===== src/rtl/egress_byte_fifo.sv =====
// Egress byte FIFO: buffers 32-bit egress words and serializes them MSB first
// as a byte stream with a valid/ready handshake and a sticky overflow flag.
module egress_byte_fifo #(
    parameter int DEPTH      = 4,
    parameter int DATA_WIDTH = 32
) (
    input  logic                         Clk,
    input  logic                         ARstb,
    input  logic [DATA_WIDTH-1:0]        WriteData,
    input  logic                         WriteDataValid,
    output logic                         Ready,
    output logic [7:0]                   ED,
    output logic                         EValid,
    input  logic                         EReady,
    output logic [$clog2(DEPTH+1)-1:0]   Count,
    output logic                         Overflow
);

    localparam int AW = $clog2(DEPTH);
    localparam int CW = $clog2(DEPTH + 1);
    localparam logic [CW-1:0] FULL = CW'(DEPTH);

    typedef enum logic [2:0] {IDLE, BYTE0, BYTE1, BYTE2, BYTE3} state_t;

    state_t                state;
    state_t                state_nx;
    logic [AW-1:0]         wr_ptr;
    logic [AW-1:0]         rd_ptr;
    logic [DATA_WIDTH-1:0] mem [DEPTH];
    logic [DATA_WIDTH-1:0] sreg;
    logic                  push;
    logic                  pop;
    logic                  drop;
    logic                  xfer;
    logic                  has_word;

    assign Ready    = (Count != FULL);
    assign push     = WriteDataValid & Ready;
    // A write against a full FIFO is lost even if a pop frees a slot this edge.
    assign drop     = WriteDataValid & ~Ready;
    assign xfer     = EValid & EReady;
    assign has_word = (Count != '0);

    always_ff @(posedge Clk or negedge ARstb) begin
        if (!ARstb) state <= IDLE;
        else        state <= state_nx;
    end

    always_comb begin
        state_nx = state;
        pop      = 1'b0;
        case (state)
            IDLE: begin
                if (has_word) begin
                    state_nx = BYTE0;
                    pop      = 1'b1;
                end
            end
            BYTE0: if (xfer) state_nx = BYTE1;
            BYTE1: if (xfer) state_nx = BYTE2;
            BYTE2: if (xfer) state_nx = BYTE3;
            BYTE3: begin
                // Chain straight into the next word so there is no bubble.
                if (xfer) begin
                    if (has_word) begin
                        state_nx = BYTE0;
                        pop      = 1'b1;
                    end else begin
                        state_nx = IDLE;
                    end
                end
            end
            default: state_nx = IDLE;
        endcase
    end

    // Storage carries no reset; pointers and Count define what is live.
    always_ff @(posedge Clk) begin
        if (push) mem[wr_ptr] <= WriteData;
    end

    always_ff @(posedge Clk or negedge ARstb) begin
        if (!ARstb) begin
            wr_ptr <= '0;
            rd_ptr <= '0;
            Count  <= '0;
        end else begin
            if (push) wr_ptr <= wr_ptr + AW'(1);
            if (pop)  rd_ptr <= rd_ptr + AW'(1);
            case ({push, pop})
                2'b10:   Count <= Count + CW'(1);
                2'b01:   Count <= Count - CW'(1);
                default: Count <= Count;
            endcase
        end
    end

    always_ff @(posedge Clk or negedge ARstb) begin
        if (!ARstb) Overflow <= 1'b0;
        else if (drop) Overflow <= 1'b1;
    end

    // ED always presents the top byte of the word loaded into sreg, shifted
    // down one byte per transfer.
    always_ff @(posedge Clk or negedge ARstb) begin
        if (!ARstb) begin
            sreg   <= '0;
            ED     <= 8'h00;
            EValid <= 1'b0;
        end else begin
            EValid <= (state_nx != IDLE);
            if (pop) begin
                sreg <= mem[rd_ptr];
                ED   <= mem[rd_ptr][DATA_WIDTH-1 -: 8];
            end else if (xfer && state != BYTE3) begin
                sreg <= sreg << 8;
                ED   <= sreg[DATA_WIDTH-9 -: 8];
            end
        end
    end

endmodule

===== config.mk =====
export PLATFORM = sky130hd
export DESIGN_NAME = egress_byte_fifo
export DESIGN_NICKNAME = d
export VERILOG_FILES = /design/src/rtl/egress_byte_fifo.sv
export SDC_FILE = /design/constraint.sdc
export NUM_CORES = 1
export LEC_CHECK = 0
export ABC_AREA = 1
export CORE_ASPECT_RATIO = 0.7
export CORE_MARGIN = 1.5
export CORE_UTILIZATION = 50
export CTS_CLUSTER_SIZE = 40
export DETAILED_ROUTE_END_ITERATION = 16
export PLACE_DENSITY = 0.72
export SKIP_LAST_GASP = 1
export SLEW_MARGIN = 20
export SYNTH_ARGS = -nofsm -noshare
export SYNTH_HDL_FRONTEND = slang
export SYNTH_SLANG_ARGS = --single-unit

===== constraint.sdc =====
create_clock -name Clk -period 2.3 [get_ports Clk]
set_input_delay 0.46 -clock Clk [delete_from_list [all_inputs] [get_ports Clk]]
set_output_delay 0.46 -clock Clk [all_outputs]
set_load 0.01 [all_outputs]

Yosys cells after proc, flatten, opt, wreduce, memory -nomap -nowiden:

Memories as Yosys holds them, arrays and structs flattened.
Cells that the tools add are included.
Widths: inputs -> output; s select.

* flip-flop bits (word level): 44
* bits in writable memories: 128
* input port bits: 36
* output and inout port bits: 14
* logic and storage cells: 48
* memories: 1

Memories
* mem: depth 4, bits a word 32, rd ports 1, clocked after Yosys merged registers in 0, write ports 1, RTL line 29 `logic [DATA_WIDTH-1:0] mem [DEPTH];`

* add/sub/neg operators: 4
* equality and inequality tests: 8
* mux-type cells: 17
* bitwise operators: 4
* reduce and logical (&&, ||, !) cells: 6

Operators by type and width (number)
* $mux 24: 2
* $mux 8: 2
* $mux 3: 5
* $pmux 3 s5: 1
* $eq 3x2->1 const B: 2
* $ne 3x3->1 const B: 2
* $pmux 3 s2: 1
* $reduce_bool 3->1: 2
* $mux 1: 5
* $add 2x1->2 const B: 2
* $reduce_bool 2->1: 2
* $add 3x1->3 const B: 1
* $and 1x1->1: 3
* $eq 3x1->1 const B: 1
* $eq 3x3->1 const B: 1
* $logic_not 3->1: 1
* $sub 3x1->3 const B: 1
* $eq 2x1->1 const B: 1
* $eq 2x2->1 const B: 1
* $pmux 1 s2: 1
* $logic_and 1x1->1: 1
* $not 1->1: 1

Depth between registers and ports, before layout:

Gate-level depths: netlist of the first run.

* word-level depth: 6
* gate-level depth with buffers: 11
* mapped depth without buffers: 10

Worst setup path after synthesis of the first run:

Ideal clock, no wire load.

* path type: flip-flop to flip-flop
* from: register Count[0]
* to: memory mem[0][0], enable pin
* setup time: 0.421 ns
* arrival: 2.194 ns
* data required time: 1.879 ns
* setup slack: -0.315 ns
* cell stages (with the launch flop): 5
* path buffers: 0
* period minus slack after synthesis: 2.615 ns
* cells stage by stage: dfrtp_1 > inv_2 > nand3_1 > nand2_2 > nor2_1

* word-level cells in the longest chain between the ends: 4

Ends and longest elaborated chain
* from (decl): RTL line 15 `output logic [$clog2(DEPTH+1)-1:0] Count,`
* from (signal assigned): RTL line 91 `2'b10: Count <= Count + CW'(1);`
* from (signal assigned): RTL line 92 `2'b01: Count <= Count - CW'(1);`
* from (signal assigned): RTL line 93 `default: Count <= Count;`
* $ne 3x3->1: RTL line 37 `assign Ready = (Count != FULL);`
* via Ready: RTL line 11 `output logic Ready,`
* $and 1x1->1: RTL line 38 `assign push = WriteDataValid & Ready;`
* $mux 1: RTL line 79 `if (push) mem[wr_ptr] <= WriteData;`
* $mux 1 (implied by the code): RTL line 79
* to (decl): RTL line 29

The timed path passes the listed nets, and every way through them passes these cells.

Final worst setup path of the first run:

* from: register Count[1]
* to: output Ready

* word-level cells in the longest chain between the ends: 1

Ends and longest elaborated chain (RTL line)
* $ne 3x3->1: 37
* to (decl): 11

Every way passes these cells.

==> impl_metrics.csv, run 1 <==
group,metric,value,unit
outcome,status,"finished clean",
drt,dr.pass1.iters,5,
worst_setup_path,cp.required,1.84,ns
placed_design,place.detailed.hpwl,9670,um
pwr,power_density,1260,nW/um2
synthesis,yosys.area.top_type,"edfxtp_1",
drt,vias,5059,
synthesis,yosysWarnings,0,
synthesis,synth_top_area_frac,0.515,
floorplan,start_util,0.511,
synthesis,synthTopCellsByArea,"edfxtp_1 51%, dfrtp_1 15%, nand2_1 9.5%",
clock_network,worst_skew_pair.late_latency,0.43,ns
drt,wl,15200,um
drt,avgViaCountPerCell,5.04,
synthesis,synth-seq-cells,172,
placed_design,post-place-ws,-0.140,ns
sta,setup_ws,0.241,ns
grt,grt_pass1_vias,4989,
drt,drt-initial-drc-count,423,
pwr,vdd_drop_max,0.822,mV
synthesis,synth_top_family_by_area,"simple AND/OR/NAND/NOR gates",
synthesis,synth_cell_types,23,
worst_setup_path,rrSetupSlack,0.38,ns
cells_and_area,final_cell_count_no_fill,1004,
placed_design,portBuffers,49,
clock_network,cts_buffer_depth,2,
floorplan,die_y,105,um
clock_network,cts_sinks,172,
grt,overflow,0,
cells_and_area,num_antenna_cells,0,
clock_network,cts_made_buffers,17,
floorplan,rows,37,
synthesis,ys.flop_type,"edfxtp_1",
grt,grt_usage,0.209,
drt,ant_nets,0,
worst_setup_path,crit_fanout,3,
pwr,p_total,11.0,mW
sta,hold_viol_final,0,
sta,post-route-period-util,0.895,
floorplan,die_w,149,um
synthesis,synthAdderAreaFrac,0.0111,
synthesis,postSynthCellCount,741,
cells_and_area,syn2layout_area_growth,17.4,%
sta,fin_setup_tns,0,ns
clock_network,cts_resized,0,
pwr,p_leak,3.91,nW
sta,setup_viol,0,
cells_and_area,layout-drive-gt1-share,0.0803,
placed_design,place_congestion,0.785,
placed_design,placed_cells,972,
clock_network,ctsHoldBuffers,0,
floorplan,dieArea,15700,um2
clock_network,post_cts_buffers,0,
clock_network,cts_max_level,4,
sta,tightest_slew,0.869,ns
grt,grt_max_degree,53,
sta,final_max_slew_viol_count,0,
clock_network,tritoncts,"built",
sta,clock_skew,0.00833,ns
synthesis,netlist_area,7470,um2
clock_network,cts_root_buffer,"clkbuf_16",
floorplan,io_pins,50,
worst_setup_path,worstSetupPathType,"reg -> out",
drt,wl_per_cell,15.1,um
synthesis,synth_compound_area_frac,0.0265,
worst_setup_path,critical_path_arrival,1.60,ns
sta,rsz0062_at_grt,"no",
synthesis,synth_xor_area_frac,0.00469,
synthesis,synth_fp_nets,783,
floorplan,core_area,14600,um2
worst_setup_path,crit_path_start_kind,"register",
synthesis,ys_async_sr_fraction,0.256,
sta,max_freq,0.486,GHz
worst_setup_path,end_kind,"primary output",
worst_hold_path,hp-class,"in -> async",
drt,drcViolationCount,0,
clock_network,path_clk_slew,0.06,ns
flow_run,drv_cap,0,
sta,maxSlewHeadroom,0.421,
grt,antenna_found_initial,0,
synthesis,synth-edff-count,128,
synthesis,synth-simple-area-share,0.193,
synthesis,ys_seq_area_frac,0.662,
cells_and_area,nets,838,
synthesis,syn_area_per_cell,10.1,um2
grt,grt_pass1_wl,24600,um
sta,fin_crit,2.06,ns
synthesis,synthMuxAreaShare,0,
## synth_stat cells, types with 3 or more instances
master    count
nand2_1     189
edfxtp_1    128
nor2_1       26
nand3_1     116
buf_4         6
inv_1       145
a21oi_1      18
buf_2        24
nand2_2       3
ha_1          5
o21ai_0      12
buf_6         3
xor2_1        3
dfrtp_1      44
inv_2         4
o21ai_1       8
## cell type report
type	instances	area [um2]
Fill cell	1206	5860
Sequential cell	172	4950
Multi-Input combinational cell	386	1770
Timing Repair Buffer	69	698
Inverter	150	566
Clock buffer	21	450
Tap cell	195	244
Clock inverter	11	95.1
## layer usage
metal	share of wire	routed length (um)	track usage
met1	0.47	7090	0.287
met2	0.46	7050	0.324
met3	0.043	656	0.0333
met4	0.025	376	0.103
met5	0	0	0
## stage by stage
stage | area, um2 | util | hold slack, ns
floorplan | 7470 | - | 0.164
global route | 8770 | 0.599 | 0.222
CTS | 8770 | 0.599 | 0.168
detailed placement | 8220 | 0.562 | 0.459
finish | 8770 | 0.599 | 0.141
global placement | 8220 | 0.562 | 0.456
## where the power goes
group	total, mW	switching, mW	internal (mW)
clock network	2.65	1.14	1.51
logic	3.83	2.50	1.34
registers	4.55	0.367	4.18
total	11.0	4.01	7.03
## flip-flops by register name, indices dropped and copies added (netlist names)
| name | cells |
|---|---|
| Count | 3 |
| ED | 8 |
| EValid | 1 |
| Overflow | 1 |
| mem | 128 |
| rd_ptr | 2 |
| sreg | 24 |
| state | 3 |
| wr_ptr | 2 |
## kinds of logic after synthesis
logic type / Yosys count
adders and majority gates: 6
xor gates and xnor gates: 4
DFF: 172
AOI/OAI and AO/OA: 39
buffers and inverters: 183
and+or+nand+nor: 337
## final timing paths
check | startpoint | depth (start not counted) | endpoint
max in group asynchronous | ARstb | 2 | EValid$_DFF_PN0_
worst min-delay path | ARstb | 1 | ED[2]$_DFFE_PN0P_
worst min register to register | sreg[3]$_DFFE_PN0P_ | 2 | sreg[3]$_DFFE_PN0P_
worst max-delay path | Count[1]$_DFFE_PN0P_ | 3 | Ready
min in group Clk | sreg[3]$_DFFE_PN0P_ | 2 | sreg[3]$_DFFE_PN0P_
worst max register to register | Count[1]$_DFFE_PN0P_ | 9 | Count[2]$_DFFE_PN0P_
## cells in the final DEF (no fill, tap or decap), drive strengths merged, types with 2 or more instances in the layout
master,instances
clkinvlp,2
buf,21
clkbuf,21
a21oi,18
dfrtp,44
ha,5
clkinv,6
o21ai,20
nor2,27
edfxtp,128
nand3,118
inv,152
nand2,192
xor2,3
clkdlybuf4s50,48
## critical path, stage by stage, from the launching register on
cell             delay, ns
dfrtp_1               0.40
inv_1                 0.13
nand3_1               0.14
clkdlybuf4s50_1       0.51
No activity file was read; power rests on OpenSTA's default activity.
==> run 2: changes to the inputs <==
--- a/config.mk
+++ b/config.mk
@@ -17,3 +17,4 @@
 export SYNTH_ARGS = -nofsm -noshare
 export SYNTH_HDL_FRONTEND = slang
 export SYNTH_SLANG_ARGS = --single-unit
+export TNS_END_PERCENT = 50
==> results of run 2 <==
No change in the layout: final DEF, timing and power equal those of run 1.
==> edit: new RTL, config.mk and constraints of run 2 <==
Change the parameter `DEPTH` from 4 to 2.
--- a/src/rtl/egress_byte_fifo.sv
+++ b/src/rtl/egress_byte_fifo.sv
@@ -1,7 +1,7 @@
 // Egress byte FIFO: buffers 32-bit egress words and serializes them MSB first
 // as a byte stream with a valid/ready handshake and a sticky overflow flag.
 module egress_byte_fifo #(
-    parameter int DEPTH      = 4,
+    parameter int DEPTH      = 2,
     parameter int DATA_WIDTH = 32
 ) (
     input  logic                         Clk,
Interface: changed (resized Count); port bits go from 50 to 49. The function was not compared with the original's and may differ.
==> edit against run 2 <==
- sequential cell count down 67
- via count down 42%
- die area down 41%
- non-clock buffer count down 10
- sequential share of layout area down 0.56 points
- wire length down 45%
- power down 40%
- first-iteration DRC count down 46%
- setup slack better by 0.085 ns
- area after synthesis down 42%
- sequential power down 37%
- largest cell class unchanged
- final area down 40%
==> edit: results (changes against run 2) <==
metric,value,unit,change
status,"finished, final reports clean",,
avgRoutedWirePerCell,14.7,um,-2.5%
top_regs,"mem x64, sreg x24, ED x8",,
fillerInstances,694,,-42%
clock_latency,0.35,ns,-0.08 ns
num_antenna_cells,0,,unchanged
critical_path.max_stage_delay,0.55,ns,+0.04 ns
root_buffer,clkbuf_16,,
clk_pin_slew,0.07,ns,
grt_pass1_vias,2855,,-43%
drtPass1Iterations,4,,-1
place_area,4990,um^2,-39%
fin_nets,480,,-43%
synth_xor_xnor_area_share,0.00603,,+0.00134
synth-adder-area-share,0.00287,,-0.00818
drive_gt1_frac,0.121,,+0.0402
drt_iter0_drc,229,,-46%
hold_class,in2async,,
syn_nets,431,,-45%
cp_data_arrival_time,1.51,ns,-0.09 ns
track_usage,0.199,,-0.00948
grt_pass1_wl,13800,um,-44%
htree_levels,3,,-1
gp_congestion,0.734,,-6.5%
grt_max_degree,58,,+9.4%
synth-edff-count,64,,-50%
reg2reg_setup_slack,0.64,ns,+0.26 ns
post-dp-hpwl,5070,um,-48%
p_leak,0.00223,uW,-43%
peakVddDrop,0.707,mV,-14%
whs,0.130,ns,-0.0108 ns
async_reset_ff_frac,0.390,,+0.135
vias_per_cell,5.12,,+1.7%
io_buffer_count,48,,-2.0%
yosysSeqAreaShare,0.677,,+0.0150
clock-skew-final,0.00807,ns,-0.000257 ns
ys_warn_count,0,,unchanged
cts_buffers,9,,-8
synthTopCellsByCount,"152 x nand2_1, 67 x nand3_1, 64 x edfxtp_1",,
synthTopCellsByArea,"edfxtp_1 44%, dfrtp_1 24%, nand2_1 13%",,
yosys.cell_types.count,21,,-8.7%
synth-compound-area-share,0.0103,,-0.0161
cts_setup_buffers,0,,unchanged
cp_max_fo,5,,+2
slew_headroom,0.578,,+0.158
-- edit: path summary, 6_finish.rpt --
path                                 end  cells after the start      from
max in group asynchronous       Count[1]                      2     ARstb
min in group Clk                Overflow                      1  Overflow
worst min-delay path             sreg[2]                      1     ARstb
worst max register to register  Count[1]                      7  state[1]
worst min register to register  Overflow                      1  Overflow
worst max-delay path               Ready                      3  Count[0]
-- edit: power breakdown --
part           switching [uW]  leakage (uW)  internal, uW
sequential                280       0.00111          2590
clock                     660      0.000146           827
combinational            1420      0.000970           845
total                    2360       0.00223          4270
-- edit: worst max-delay path: cells and delay by family, from the launching register on --
| family | cells | cell delay, ns |
|---|---|---|
| buf+inv | 2 | 0.64 |
| flops | 1 | 0.42 |
| simple gates | 1 | 0.10 |
-- edit: metrics by stage --
step / instances / TNS [ns] / setup slack [ns] / total power (uW) / util
floorplan: 394 / -8.37 / -0.262 / 4440 / -
global placement: 552 / 0 / 0.307 / 5120 / 0.591
detailed placement: 552 / 0 / 0.292 / 5190 / 0.591
CTS: 568 / 0 / 0.319 / 6690 / 0.625
global route: 568 / 0 / 0.254 / 7070 / 0.625
finish: 568 / 0 / 0.326 / 6620 / 0.625
-- edit: final cells by class --
cell class                 count  area, um^2  share of cell area
clock buffer                  13         270              0.0512
clock inverter                 3        22.5             0.00427
inverter                      13        48.8             0.00924
multi-input combinational    255        1230               0.233
sequential                   105        2950               0.558
tap                          120         150              0.0284
timing repair buffer          59         608               0.115
-- edit: routing by layer --
layer,vias to the layer above,routed length (um),track usage
li1,1423,-,-
met1,1381,3870,0.272
met2,90,3770,0.305
met3,16,539,0.0537
met4,0,189,0.0825
met5,-,0,0
